File: src/rtl/dram_result_dumper.sv
// dram_result_dumper
//   After the matrix-multiplication processor signals end of process, reads
//   LENGTH result bytes from DRAM starting at START_ADDR and sends each one
//   on a UART TX line (8N1, LSB first, CLKS_PER_BIT clocks per bit).
//
// Ports:
//   clock    system clock (same domain as processor and DRAM)
//   rst      synchronous active-high reset
//   start    dump request, sampled only in IDLE and DONE (end_process)
//   mem_q    DRAM read data, valid RD_LAT cycles after mem_addr changes
//   mem_addr DRAM read address (top level muxes it in while busy)
//   mem_wren DRAM write enable, always 0 (feeds the top-level mux)
//   tx       UART serial output, idle high, registered
//   busy     high from start acceptance until DONE is entered
//   done     high in DONE until the next accepted start or reset
//
// Per-byte timing: READ(1) + WAIT(RD_LAT) + 10 bit periods + NEXT(1).
// tx is a register that follows the state one cycle later, so tx falls
// RD_LAT+2 cycles after the edge that accepted start.

module dram_result_dumper #(
  parameter logic [15:0] START_ADDR   = 16'd0,
  parameter logic [15:0] LENGTH       = 16'd9,
  parameter logic [15:0] CLKS_PER_BIT = 16'd434,
  parameter logic [1:0]  RD_LAT       = 2'd1
) (
  input  logic        clock,
  input  logic        rst,
  input  logic        start,
  input  logic [7:0]  mem_q,
  output logic [15:0] mem_addr,
  output logic        mem_wren,
  output logic        tx,
  output logic        busy,
  output logic        done
);

  typedef enum logic [2:0] {
    IDLE,
    READ,
    WAIT,
    START_BIT,
    DATA_BITS,
    STOP_BIT,
    NEXT,
    DONE
  } state_t;

  state_t      state;
  logic [15:0] byte_cnt;
  logic [15:0] baud_cnt;
  logic [2:0]  bit_cnt;
  logic [1:0]  lat_cnt;
  logic [7:0]  shreg;
  logic        baud_tick;

  assign mem_wren  = 1'b0;
  assign baud_tick = (baud_cnt == CLKS_PER_BIT - 16'd1);

  always_ff @(posedge clock) begin
    if (rst) begin
      state    <= IDLE;
      tx       <= 1'b1;
      busy     <= 1'b0;
      done     <= 1'b0;
      mem_addr <= START_ADDR;
      byte_cnt <= '0;
      bit_cnt  <= '0;
      baud_cnt <= '0;
      lat_cnt  <= '0;
      shreg    <= '0;
    end else begin
      // Line level is derived from the current state and registered, so the
      // serial output lags the state by one cycle and has no input path.
      case (state)
        START_BIT: tx <= 1'b0;
        DATA_BITS: tx <= shreg[0];
        default:   tx <= 1'b1;
      endcase

      case (state)
        IDLE, DONE: begin
          if (start) begin
            if (LENGTH == 16'd0) begin
              state <= DONE;
              busy  <= 1'b0;
              done  <= 1'b1;
            end else begin
              state    <= READ;
              busy     <= 1'b1;
              done     <= 1'b0;
              mem_addr <= START_ADDR;
              byte_cnt <= '0;
            end
          end
        end

        READ: begin
          state   <= WAIT;
          lat_cnt <= '0;
        end

        // mem_addr is untouched here, so it stays stable through the capture.
        WAIT: begin
          if (lat_cnt == RD_LAT - 2'd1) begin
            shreg    <= mem_q;
            baud_cnt <= '0;
            state    <= START_BIT;
          end else begin
            lat_cnt <= lat_cnt + 2'd1;
          end
        end

        START_BIT: begin
          if (baud_tick) begin
            baud_cnt <= '0;
            bit_cnt  <= '0;
            state    <= DATA_BITS;
          end else begin
            baud_cnt <= baud_cnt + 16'd1;
          end
        end

        DATA_BITS: begin
          if (baud_tick) begin
            baud_cnt <= '0;
            shreg    <= {1'b0, shreg[7:1]};
            if (bit_cnt == 3'd7) begin
              state <= STOP_BIT;
            end else begin
              bit_cnt <= bit_cnt + 3'd1;
            end
          end else begin
            baud_cnt <= baud_cnt + 16'd1;
          end
        end

        STOP_BIT: begin
          if (baud_tick) begin
            baud_cnt <= '0;
            state    <= NEXT;
          end else begin
            baud_cnt <= baud_cnt + 16'd1;
          end
        end

        NEXT: begin
          if (byte_cnt == LENGTH - 16'd1) begin
            state <= DONE;
            busy  <= 1'b0;
            done  <= 1'b1;
          end else begin
            byte_cnt <= byte_cnt + 16'd1;
            mem_addr <= mem_addr + 16'd1;  // wraps at 0xFFFF
            state    <= READ;
          end
        end

        default: state <= IDLE;
      endcase
    end
  end

endmodule

File: config.mk
export PLATFORM = sky130hd
export DESIGN_NAME = dram_result_dumper
export DESIGN_NICKNAME = d
export VERILOG_FILES = /design/src/rtl/dram_result_dumper.sv
export SDC_FILE = /design/constraint.sdc
export NUM_CORES = 1
export LEC_CHECK = 0
export CAP_MARGIN = 30
export CORE_MARGIN = 2
export CORE_UTILIZATION = 50
export DETAILED_ROUTE_END_ITERATION = 6
export PLACE_DENSITY = 0.69
export SETUP_SLACK_MARGIN = 0.4
export SYNTH_ARGS = -nofsm -noshare
export SYNTH_HDL_FRONTEND = slang
export SYNTH_SLANG_ARGS = --single-unit
export TNS_END_PERCENT = 20
File: constraint.sdc
create_clock -name clock -period 5.4 [get_ports clock]
set_input_delay 0.81 -clock clock [delete_from_list [all_inputs] [get_ports clock]]
set_output_delay 0.81 -clock clock [all_outputs]
set_load 0.005 [all_outputs]
==> flow_metrics.env <==
export IMPL_status="finished clean"
export IMPL_avgViaCountPerCell=5.883
export IMPL_gp_congestion=0.9393
export IMPL_cts_repair_resized=0
export IMPL_path_clk_slew_ns=0.07
export IMPL_vias=3218
export IMPL_rows=30
export IMPL_insertion_delay_ns=0.34
export IMPL_grt_pass1_vias=2889
export IMPL_avgSynthCellArea_um2=8.242
export IMPL_syn_num_nets=443
export IMPL_register_area_um2=1341
export IMPL_async_flop_share_pct=0
export IMPL_cts_tree="built"
export IMPL_fill_cells=651
export IMPL_cts_root_buf="clkbuf_8"
export IMPL_crit_type="reg2reg"
export IMPL_fin_ws_ns=2.548
export IMPL_drc_errors=0
export IMPL_ant_nets=0
export IMPL_tightestPinTransition_ns=0.7370
export IMPL_ys_dominant_reg_cell="dfxtp_1"
export IMPL_grt_max_degree=36
export IMPL_netlist_area_um2=3495
export IMPL_p_per_area_nw_per_um2=263.4
export IMPL_finalNetCount=465
export IMPL_min_period_over_period_pct=52.81
export IMPL_cts_setup_buffers=0
export IMPL_cap_violations=0
export IMPL_pre_cts_slack_ns=2.495
export IMPL_cts_sinks=67
export IMPL_fin_util_pct=58.67
export IMPL_setup_viol=0
export IMPL_ys_seq_area_share_pct=38.38
export IMPL_die_width_um=87.60
export IMPL_cp_end_kind="flip-flop"
export IMPL_hpwl_mm=5.346
export IMPL_die_h_um=87.60
export IMPL_fin_setup_tns_ns=0
export IMPL_ys_seq_elements=67
export IMPL_cts_buffers=9
export IMPL_leakage_nw=1.287
export IMPL_fin_crit_ns=2.852
export IMPL_antenna_found_initial=0
export IMPL_cp_start_kind="flip-flop"
export IMPL_core_area_um2=6794
export IMPL_yosys_warnings=0
export IMPL_ir_worst_vdd_v=0.0001473
export IMPL_worstPathMaxFanout=19
export IMPL_synthTopCellsByArea="dfxtp_1 (38%), nor2_1 (5.0%), nand2_1 (4.5%), a21oi_1 (3.6%), mux2i_1 (3.4%)"
export IMPL_die_area_um2=7674
export IMPL_area_delta_synth_final_pct=14.07
export IMPL_timing_hold_ws_ns=0.4775
export IMPL_drt_first_iter_violations=147
export IMPL_grt_use_total_pct=21.10
export IMPL_ys_types=58
export IMPL_yosysTopAreaCellShare_pct=38.38
export IMPL_clockBufferDepth=2
export IMPL_syn_instance_count=424
export IMPL_slew_violations=0
export IMPL_stdcell_count=547
export IMPL_holdBufCountCts=0
export IMPL_wl_mm=7.732
export IMPL_max_slew_margin_pct=50.54
export IMPL_dr_pass1_iters=5
export IMPL_rsz0062_at_grt="false"
export IMPL_antennaDiodeCount=0
export IMPL_hp_class="reg2reg"
export IMPL_drive_gt1_share_pct=5.100
export IMPL_ios=31
export IMPL_cts_max_level=3
export IMPL_cp_arrival_ns=3.12
export IMPL_multi_input_area_um2=1993
export IMPL_hold_viol_final=0
export IMPL_max_freq_mhz=350.7
export IMPL_cp_required_ns=5.67
export IMPL_synth_edff_count=0
export IMPL_synth_top_area_cell="dfxtp_1"
export IMPL_placed_cells=531
export IMPL_start_util_pct=51.44
export IMPL_portBuffers=29
export IMPL_grt_first_pass_wirelength_mm=12.99
export IMPL_grt_overflow=0
export IMPL_routedWlPerCell_um=14.14
export IMPL_skew_ns=0.008309
==> stage by stage <==
step                area [um^2]  total power [mW]
floorplan                  3495            0.6340
global placement           3801            0.6566
detailed placement         3801            0.6588
CTS                        3986             1.059
global route               3986             1.098
finish                     3986             1.050
==> worst max-delay path: stages, from the launching register on <==
cell      delay, ns
dfxtp_1        0.68
nand3b_1       0.59
nor2_2         0.52
and2_1         0.60
a41oi_1        0.22
a31oi_1        0.17
==> cells in the mapped netlist (3+ instances only) <==
cell,n
a211oi_1,8
a21oi_1,25
a22oi_1,6
a311oi_1,3
a31oi_1,7
and2_1,3
and3_1,7
and4_1,5
buf_2,5
buf_6,4
clkbuf_1,8
dfxtp_1,67
ha_1,8
inv_1,11
mux2i_1,12
nand2_1,42
nand2b_1,3
nand3_1,24
nand3b_1,6
nand4_1,10
nor2_1,47
nor3_1,12
nor4_1,7
nor4b_1,4
o211ai_1,6
o21ai_0,19
o31ai_1,6
or3_1,8
or4_1,3
xnor2_1,4
xor2_1,6
==> kinds of logic after synthesis <==
logic type / share of synthesized area (%)
other cells: 0.1073
mux: 3.437
compound gates: 18.90
buf+inv: 4.582
flops: 38.38
fa+ha+maj: 2.864
simple gates: 29.22
xor+xnor: 2.506
==> power by group <==
group | internal (mW) | switching, mW | total [mW] | leakage, nW
registers | 0.509 | 0.0205 | 0.530 | 0.541
logic | 0.0443 | 0.0741 | 0.118 | 0.649
clock network | 0.212 | 0.190 | 0.402 | 0.0971
==> flip-flops by register name, summed over array words and instances, names as in the netlist <==
signal / count
baud_cnt: 16
bit_cnt: 3
done: 1
busy: 1
state: 3
lat_cnt: 2
mem_addr: 16
shreg: 8
byte_cnt: 16
tx: 1
==> per-layer routing <==
| layer | global-route usage (%) | vias to the layer above | part of all wire [%] |
|---|---|---|---|
| met4 | 10.21 | 0 | 1.6 |
| li1 | - | 1611 | - |
| met3 | 3.110 | 14 | 4.6 |
| met5 | 0 | - | 0 |
| met1 | 27.50 | 1500 | 47 |
| met2 | 34.30 | 93 | 46 |
==> placed cells by master (no fill, tap or decap), types with 4 or more instances in the layout <==
master           count
a211oi_1             8
a21oi_1             25
a22oi_1              6
a31oi_1              7
and3_1               7
and4_1               5
clkbuf_8             9
clkdlybuf4s50_1     29
dfxtp_1             67
ha_1                 8
inv_1               11
mux2i_1             12
nand2_1             42
nand3_1             24
nand3b_1             6
nand4_1             10
nor2_1              47
nor3_1              12
nor4_1               7
nor4b_1              4
o211ai_1             6
o21ai_0             19
o31ai_1              6
or3_1                8
xnor2_1              4
xor2_1               6
==> final timing paths <==
| kind | startpoint | endpoint | slack (ns) | depth (start not counted) |
|---|---|---|---|---|
| setup / recovery | state[1] | byte_cnt[14] | 2.55 | 5 |
| hold / removal | byte_cnt[15] | byte_cnt[15] | 0.48 | 1 |
| hold reg to reg | byte_cnt[15] | byte_cnt[15] | 0.48 | 1 |
| setup reg to reg | state[1] | byte_cnt[14] | 2.55 | 5 |
==> area by class of cell <==
class                           count  area share (%)
Tap cell                           96           3.013
Clock buffer                       11           3.296
Timing Repair Buffer               31           7.659
Multi-Input combinational cell    326           50.00
Clock inverter                      5           1.350
Sequential cell                    67           33.65
Inverter                           11           1.036
Power figures use the tool's default switching activity.
